==> src/rtl/speed_pkg.sv <==
// Shared state enum and default parameter constants for the speed governor.
package speed_pkg;

    typedef enum logic {
        StPark = 1'b0,
        StRun  = 1'b1
    } gov_state_e;

    localparam int unsigned YwDef       = 7;
    localparam int unsigned YmaxDef     = 127;
    localparam int unsigned CruiseDef   = 27;
    localparam int unsigned StepDef     = 1;
    localparam int unsigned AccelDivDef = 1;
    localparam int unsigned XwDef       = 2;
    localparam int unsigned XmaxDef     = 3;
    localparam int unsigned DivW        = 8;

endpackage

==> src/rtl/tick_divider.sv <==
// Counts advance pulses and fires on every DIV-th one; clear restarts the count.
module tick_divider
    import speed_pkg::*;
#(
    parameter int unsigned DIV = AccelDivDef
) (
    input  logic clock,
    input  logic reset,
    input  logic clear,
    input  logic advance,
    output logic fire
);

    localparam logic [DivW-1:0] LastCnt = DivW'(DIV - 1);

    logic [DivW-1:0] cnt_q, cnt_d;

    always_comb begin
        fire  = advance && (cnt_q == LastCnt);
        cnt_d = cnt_q;
        if (clear) begin
            cnt_d = '0;
        end else if (advance) begin
            cnt_d = fire ? '0 : cnt_q + DivW'(1);
        end
    end

    always_ff @(posedge clock) begin
        if (reset) begin
            cnt_q <= '0;
        end else begin
            cnt_q <= cnt_d;
        end
    end

endmodule

==> src/rtl/speed_governor.sv <==
// Longitudinal/lateral speed governor with PARK/RUN control.
// Optional macro SPEED_GOVERNOR_COAST_EN: with no longitudinal key, drift ySpeed back to CRUISE.
module speed_governor
    import speed_pkg::*;
#(
    parameter int unsigned YW        = YwDef,
    parameter int unsigned YMAX      = YmaxDef,
    parameter int unsigned CRUISE    = CruiseDef,
    parameter int unsigned STEP      = StepDef,
    parameter int unsigned ACCEL_DIV = AccelDivDef,
    parameter int unsigned XW        = XwDef,
    parameter int unsigned XMAX      = XmaxDef
) (
    input  logic          clock,
    input  logic          reset,
    input  logic          Enable,
    input  logic          driveEnable,
    input  logic          wFlag,
    input  logic          aFlag,
    input  logic          sFlag,
    input  logic          dFlag,
    output logic [YW-1:0] ySpeed,
    output logic [XW-1:0] xSpeed,
    output logic          xDir,
    output logic          moving,
    output logic          atLimit
);

    localparam logic [YW:0]   StepW   = (YW + 1)'(STEP);
    localparam logic [YW-1:0] YmaxY   = YW'(YMAX);
    localparam logic [YW-1:0] CruiseY = YW'(CRUISE);
    localparam logic [XW-1:0] XmaxX   = XW'(XMAX);

    gov_state_e    state_q, state_d;
    logic [YW-1:0] y_q, y_d;
    logic [XW-1:0] x_q, x_d;
    logic          dir_q, dir_d;

    logic          park_load, run_tick;
    logic          accel, brake, pending;
    logic          div_clear, div_advance, div_fire;
    logic [YW:0]   y_up;
    logic [YW-1:0] y_up_sat, y_dn, y_step;
    logic [XW-1:0] x_step;
    logic          dir_step;

`ifdef SPEED_GOVERNOR_COAST_EN
    logic          coast;
    logic [YW-1:0] coast_gap, y_coast;
`endif

    // Parked or driving withheld: everything reloads regardless of Enable.
    assign park_load = (state_q == StPark) || !driveEnable;
    assign run_tick  = !park_load && Enable;
    assign accel     = wFlag && !sFlag;
    assign brake     = sFlag && !wFlag;

`ifdef SPEED_GOVERNOR_COAST_EN
    assign coast   = (wFlag == sFlag) && (y_q != CruiseY);
    assign pending = accel || brake || coast;
`else
    assign pending = accel || brake;
`endif

    assign div_clear   = park_load || (run_tick && !pending);
    assign div_advance = run_tick && pending;

    tick_divider #(
        .DIV(ACCEL_DIV)
    ) u_tick_divider (
        .clock  (clock),
        .reset  (reset),
        .clear  (div_clear),
        .advance(div_advance),
        .fire   (div_fire)
    );

    always_comb begin
        y_up     = {1'b0, y_q} + StepW;
        y_up_sat = (y_up > {1'b0, YmaxY}) ? YmaxY : y_up[YW-1:0];
        y_dn     = ({1'b0, y_q} < StepW) ? '0 : y_q - StepW[YW-1:0];
`ifdef SPEED_GOVERNOR_COAST_EN
        // Snap to CRUISE when one step would reach or cross it.
        if (y_q > CruiseY) begin
            coast_gap = y_q - CruiseY;
            y_coast   = ({1'b0, coast_gap} <= StepW) ? CruiseY : y_dn;
        end else begin
            coast_gap = CruiseY - y_q;
            y_coast   = ({1'b0, coast_gap} <= StepW) ? CruiseY : y_up_sat;
        end
`endif
        y_step = y_q;
        if (div_fire) begin
            if (accel) begin
                y_step = y_up_sat;
            end else if (brake) begin
                y_step = y_dn;
            end
`ifdef SPEED_GOVERNOR_COAST_EN
            else if (coast) begin
                y_step = y_coast;
            end
`endif
        end
    end

    always_comb begin
        dir_step = dir_q;
        x_step   = '0;
        if (aFlag ^ dFlag) begin
            dir_step = dFlag;
            if ((x_q != '0) && (dir_q == dFlag)) begin
                x_step = (x_q >= XmaxX) ? XmaxX : x_q + XW'(1);
            end else begin
                x_step = XW'(1);
            end
        end
        // No lateral drift while matching road speed.
        if (y_step == CruiseY) begin
            x_step = '0;
        end
    end

    always_comb begin
        state_d = driveEnable ? StRun : StPark;
        y_d     = y_q;
        x_d     = x_q;
        dir_d   = dir_q;
        if (park_load) begin
            y_d   = CruiseY;
            x_d   = '0;
            dir_d = 1'b0;
        end else if (run_tick) begin
            y_d   = y_step;
            x_d   = x_step;
            dir_d = dir_step;
        end
    end

    always_ff @(posedge clock) begin
        if (reset) begin
            state_q <= StPark;
            y_q     <= CruiseY;
            x_q     <= '0;
            dir_q   <= 1'b0;
        end else begin
            state_q <= state_d;
            y_q     <= y_d;
            x_q     <= x_d;
            dir_q   <= dir_d;
        end
    end

    assign ySpeed  = y_q;
    assign xSpeed  = x_q;
    assign xDir    = dir_q;
    assign moving  = (state_q == StRun);
    assign atLimit = (y_q == YmaxY) || (y_q == '0);

endmodule

==> config.mk <==
export PLATFORM = sky130hd
export DESIGN_NAME = speed_governor
export DESIGN_NICKNAME = d
export VERILOG_FILES = /design/src/rtl/speed_pkg.sv /design/src/rtl/tick_divider.sv /design/src/rtl/speed_governor.sv
export SDC_FILE = /design/constraint.sdc
export NUM_CORES = 1
export LEC_CHECK = 0
export CAP_MARGIN = 20
export CORE_MARGIN = 2
export CORE_UTILIZATION = 23
export DETAILED_ROUTE_END_ITERATION = 16
export DONT_BUFFER_PORTS = 1
export PLACE_DENSITY_LB_ADDON = 0.25
export SYNTH_ARGS = -nofsm -noshare
export SYNTH_HDL_FRONTEND = slang
export SYNTH_HIERARCHICAL = 1
export SYNTH_SLANG_ARGS = --single-unit
==> constraint.sdc <==
create_clock -name clock -period 6.3 [get_ports clock]
set_input_delay 1.89 -clock clock [delete_from_list [all_inputs] [get_ports clock]]
set_output_delay 1.89 -clock clock [all_outputs]
set_load 0.02 [all_outputs]
==> qor.json, run 1 <==
{
  "worst_setup_path": {
    "slowest_stage_cell_on_the_critical_path": "or4_1",
    "crit_arrival_ns": 5.10,
    "worstPathMaxFanout": 9,
    "setup.worst_path.class": "input pin to flop",
    "crit_path_cell_trace": "inv_1 -> ha_1 -> nor2_1 -> buf_4 -> or4b_4 -> nor2_1 -> nand2b_1 -> or4_1 -> a31oi_1 -> nand3_1 -> nor4_2 -> o41ai_1",
    "setup.worst_path.start_class": "input pin",
    "worst-endpoint-required_ns": 6.43,
    "cpPeakStageDelay_ns": 0.53,
    "worst_setup_path_end_kind": "flop",
    "critical_path.top_delay_family": "simple AND/OR/NAND/NOR gates",
    "cp_common_cell": "nor2_1",
    "critPathBufInv": 2
  },
  "timing": {
    "final.min_clock_period_ns": 4.97,
    "final.setup.tns_ns": 0,
    "tightest_slew_ns": 0.869,
    "setup_viol": 0,
    "hold_viol": 0,
    "max_clock_freq_mhz": 201,
    "final_min_period_over_clock_period_pct": 78.9,
    "slew_violations": 0,
    "slew_headroom_pct": 41.2,
    "rsz0062_at_grt": "false",
    "final.setup_skew_ns": 0.00166
  },
  "finish": {
    "antenna_diode_count": 0,
    "fin_nets": 191,
    "drive_gt1_share_pct": 9.71,
    "area_growth_pct": 6.87,
    "mostFrequentLayoutCells": "nand2_1, dfxtp_1, inv_1, nor2_1, o21ai_0",
    "fin_cells": 250
  },
  "clock_network": {
    "clk_transition_reported_paths_ns": 0.07,
    "cts_hold_buf": 0,
    "clk_latency_ns": 0.25,
    "cts.sinks": 19,
    "cts-buffers-inserted": 3,
    "cts.root.buffer_cell": "clkbuf_8",
    "post_cts_resized": 0,
    "h_tree_levels": 1,
    "cts_setup_buffers": 0,
    "clock_tree_from_tritoncts": "done",
    "clock_path_buffers": 2
  },
  "detailed_routing": {
    "detailroute.via_count": 1347,
    "drtPass1Iterations": 4,
    "drt-wirelength-per-cell_um": 14.4,
    "route.detailed.vias_per_inst": 5.39,
    "ant_nets": 0,
    "initialDrtViolationCount": 113,
    "remaining_drc_errors": 0,
    "routed_wirelength_um": 3610
  },
  "outcome": {
    "status": "finished, final reports clean"
  },
  "synthesis": {
    "post_synth_instance_area_um2": 1420,
    "ys_ff_latch": 19,
    "post_synth.cell_area_avg_um2": 7.81,
    "synthFlopType": "dfxtp_1",
    "synth_fp_nets": 197,
    "ys_seq_area_share_pct": 26.8,
    "synth.distinct_cells": 52,
    "ys_async_sr_fraction_pct": 0,
    "synthesis.instances": 182,
    "synth_enable_flop_cells": 0,
    "synth_warnings": 6
  },
  "place": {
    "dp_hpwl_um": 2720,
    "place.port_buffers": 0,
    "gp_routability_congestion": 0.855,
    "dpl.cell_count": 246
  },
  "floorplan": {
    "design.portCount": 20,
    "initial_core_util_pct": 23.9,
    "die_area_um2": 6820,
    "core.rowCount": 28,
    "dieHeight_um": 82.6,
    "die_w_um": 82.6,
    "core_area_um2": 5960
  },
  "worst_hold_path": {
    "min_path_type": "flop to flop"
  },
  "pwr": {
    "worst_ir_drop_vdd_uv": 75.1,
    "power_leakage_nw": 0.516,
    "power_density_nw_per_um2": 150
  },
  "global_route": {
    "gr-usage-all-layers_pct": 11.6,
    "pin_count_of_the_biggest_net_entering_global_routing": 17,
    "globalRoute.totalOverflow": 0,
    "grt_pass1_wl_um": 6130,
    "grt_pass1_vias": 1290,
    "antenna_found_initial": 0
  },
  "job": {
    "drv.max_cap_violation_count": 0
  }
}
-- synthesized netlist by cell type, drive strengths merged, types with 2 or more instances --
master / number / area (µm²)
a21boi: 3 / 22.5
o21a: 2 / 15.0
a21oi: 5 / 28.8
nand3b: 3 / 22.5
o211ai: 4 / 30.0
inv: 12 / 45.0
dfxtp: 19 / 380
a211oi: 2 / 15.0
nor4: 5 / 37.5
clkbuf: 11 / 41.3
and3: 2 / 12.5
nand2b: 4 / 25.0
and4: 2 / 17.5
xor2: 4 / 35.0
o221ai: 4 / 35.0
xnor2: 2 / 17.5
a31oi: 7 / 43.8
o21ai: 12 / 63.8
a221o: 2 / 21.3
ha: 7 / 87.6
a221oi: 2 / 17.5
nor3: 3 / 15.0
nand2: 19 / 71.3
or4b: 3 / 41.3
nor2: 11 / 41.3
nand4: 3 / 25.0
nand3: 9 / 45.0
or4: 3 / 26.3
or3: 2 / 13.8
-- per-layer routing --
layer	global-route usage, %	share of wire, %
met1	15.3	46
met2	18.5	47
met3	2.17	4.8
met4	4.75	2.3
met5	0	0
-- layout make-up --
class	count	area [µm²]
fillers	674	4440
multi-input cells	139	947
flip-flops and latches	19	380
well taps	75	93.8
clock buffers	4	45.0
inverters	12	45.0
repair buffers	1	7.51
-- power breakdown --
part / leakage (nW) / switching [mW] / internal [mW]
clock: 0.0228 / 0.0395 / 0.0450
combinational: 0.340 / 0.0110 / 0.00720
sequential: 0.154 / 0.00440 / 0.121
total: 0.516 / 0.0549 / 0.173
-- path summary, 6_finish.rpt --
check	start	endpoint	slack [ns]	cells past startpoint
worst max-delay path	wFlag	xSpeed[0]	1.33	12
worst min-delay path	u_tick_divider/cnt_q[7]	u_tick_divider/cnt_q[7]	0.51	2
worst max register to register	moving	xSpeed[0]	2.44	11
worst min register to register	u_tick_divider/cnt_q[7]	u_tick_divider/cnt_q[7]	0.51	2
-- flip-flops by register name, summed over array words and instances (netlist names) --
name                  flops
moving                    1
xDir                      1
u_tick_divider/cnt_q      8
ySpeed                    7
xSpeed                    2
-- kinds of logic after synthesis --
family                   synth area share, %
AND/OR/NAND/NOR                         30.2
buffers and inverters                   6.60
AO/OA/AOI/OAI                           26.6
XOR/XNOR                                3.70
flip-flops                              26.8
adder cells (fa/ha/maj)                 6.16
-- metrics by stage --
step	hold slack [ns]	area (µm²)	power (mW)	setup slack (ns)	util (%)
2_1_floorplan	0.466	1420	0.143	1.39	-
3_3_place_gp	0.502	1470	0.147	1.12	24.7
3_5_place_dp	0.508	1470	0.146	1.05	24.7
4_1_cts	0.519	1520	0.233	1.31	25.5
5_1_grt	0.548	1520	0.240	1.08	25.5
6_report	0.513	1520	0.228	1.33	25.5
-- tightest hold or removal path, stage by stage, from the launching register on --
cell     delay, ns
dfxtp_1       0.34
o31ai_1       0.08
a21oi_2       0.05
(Power assumes the default switching activity.)
==> run 2: changes to the inputs <==
Clock period 6.3 ns to 4.95 ns, I/O delays scaled along.
==> qor.json, run 2 (synthesis results as in run 1) <==
{
  "detailed_routing": {
    "remaining_drc_errors": 0,
    "routed_wirelength_um": 3570,
    "initialDrtViolationCount": 174,
    "drt-wirelength-per-cell_um": 14.2,
    "route.detailed.vias_per_inst": 5.47,
    "detailroute.via_count": 1374,
    "drtPass1Iterations": 4,
    "drt-met1-wl_um": 1680,
    "routed.top_layer": "met4",
    "ant_nets": 0,
    "met2_wl_um": 1530,
    "detailroute.wirelength.met3_um": 297
  },
  "floorplan": {
    "initial_core_util_pct": 23.9,
    "die_area_um2": 6820,
    "die_w_um": 82.6,
    "core_area_um2": 5960,
    "core.rowCount": 28,
    "dieHeight_um": 82.6,
    "design.portCount": 20
  },
  "worst_hold_path": {
    "hold_path_startpoint": "u_tick_divider/cnt_q[7]",
    "number_of_stages_on_the_worst_hold_path": 2,
    "min_path_type": "flop to flop",
    "hold_path_end": "u_tick_divider/cnt_q[7]"
  },
  "place": {
    "dp_slack_ns": 0.590,
    "place.port_buffers": 0,
    "gp_routability_congestion": 0.878,
    "dp_hpwl_um": 2740
  },
  "global_route": {
    "pin_count_of_the_biggest_net_entering_global_routing": 17,
    "grt_pass1_vias": 1205,
    "gr-usage-all-layers_pct": 11.2,
    "globalRoute.totalOverflow": 0,
    "antenna_found_initial": 0,
    "grt_pass1_wl_um": 5980
  },
  "clock_network": {
    "cts.sinks": 19,
    "cts_hold_buf": 0,
    "clock_path_buffers": 2,
    "cts-buffers-inserted": 3,
    "cts.root.buffer_cell": "clkbuf_8",
    "clock_tree_from_tritoncts": "done",
    "post_cts_resized": 0,
    "clk_latency_ns": 0.25,
    "h_tree_levels": 1,
    "clk_transition_reported_paths_ns": 0.07,
    "cts_setup_buffers": 0
  },
  "finish": {
    "mostFrequentLayoutCells": "nand2_1, dfxtp_1, inv_1, nor2_1, o21ai_0",
    "area_growth_pct": 7.39,
    "top_register": "u_tick_divider/cnt_q",
    "fin_nets": 192,
    "antenna_diode_count": 0,
    "finish.utilization_pct": 25.6,
    "largest_register_ffs": 8,
    "drive_gt1_share_pct": 10.2
  },
  "timing": {
    "max_clock_freq_mhz": 245,
    "slew_violations": 0,
    "hold_viol": 0,
    "final_min_period_over_clock_period_pct": 82.6,
    "final.setup.tns_ns": 0,
    "rsz0062_at_grt": "false",
    "setup_viol": 0,
    "final.setup_skew_ns": 0.00265,
    "tightest_slew_ns": 0.797,
    "final.min_clock_period_ns": 4.09,
    "pnr_worst_setup_slack_ns": 0.863,
    "slew_headroom_pct": 46.1
  },
  "worst_setup_path": {
    "setup.worst_path.class": "input pin to flop",
    "reg2reg_to": "xSpeed[0]",
    "worst_setup_path_end_kind": "flop",
    "timing.reg2reg.worst_path_depth": 10,
    "crit_arrival_ns": 4.22,
    "r2r_setup_slack_ns": 1.51,
    "setup.worst_path.start_class": "input pin",
    "worstPathMaxFanout": 5,
    "worst-endpoint-required_ns": 5.08,
    "regToRegStartpoint": "moving"
  },
  "job": {
    "drv.max_cap_violation_count": 0
  },
  "pwr": {
    "worst_ir_drop_vdd_uv": 84.5,
    "power_density_nw_per_um2": 190,
    "report.power.total_uw": 290,
    "power_leakage_nw": 0.522
  },
  "outcome": {
    "status": "finished, final reports clean"
  }
}
-- run 2: changes by cell type in the layout (fill, tap and decap cells not counted), sizes merged --
cell	before	now
buf	1	2
-- run 2: how the worst max path moves through the flow --
stage                start         to  slack (ns)  cells past startpoint
detailed placement   wFlag  xSpeed[0]        0.59                     11
global placement     wFlag  xSpeed[0]        0.67                     11
finish               wFlag  xSpeed[0]        0.86                     11
CTS                  wFlag  xSpeed[0]        0.85                     11
floorplan           Enable  xSpeed[0]        0.45                     13
global route        Enable  xSpeed[0]        0.64                     10
-- run 2: where the power goes --
group / switching, mW / internal [mW] / leakage (nW) / total, mW
clock: 0.0497 / 0.0572 / 0.0228 / 0.107
combinational: 0.0140 / 0.00933 / 0.345 / 0.0233
sequential: 0.00562 / 0.154 / 0.154 / 0.160
total: 0.0693 / 0.221 / 0.522 / 0.290
-- run 2: area by class of cell --
cell class | instances | area, µm²
Fill cell | 640 | 4430
Multi-Input combinational cell | 139 | 947
Sequential cell | 19 | 380
Tap cell | 75 | 93.8
Clock buffer | 4 | 45.0
Inverter | 12 | 45.0
Timing Repair Buffer | 2 | 15.0
-- run 2: routing by layer --
| layer | GRT usage [%] | up-vias |
|---|---|---|
| li1 | - | 671 |
| met5 | 0 | - |
| met3 | 2.17 | 5 |
| met2 | 16.5 | 77 |
| met4 | 3.44 | 0 |
| met1 | 16.4 | 621 |
-- run 2: per-stage QoR --
| step | hold slack (ns) | instances | cell area, µm² |
|---|---|---|---|
| 2_1_floorplan | 0.466 | 182 | 1420 |
| 3_3_place_gp | 0.501 | 247 | 1480 |
| 3_5_place_dp | 0.496 | 247 | 1480 |
| 4_1_cts | 0.511 | 251 | 1530 |
| 5_1_grt | 0.549 | 251 | 1530 |
| 6_report | 0.505 | 251 | 1530 |
-- run 2: worst max-delay path: stages --
cell,delay (ns)
inv_1,0.02
ha_1,0.32
nor2_1,0.15
or4b_4,0.51
nor2_1,0.20
nand2b_1,0.16
or4_1,0.53
a31oi_1,0.24
nand3_1,0.12
nor4_2,0.36
o41ai_1,0.12
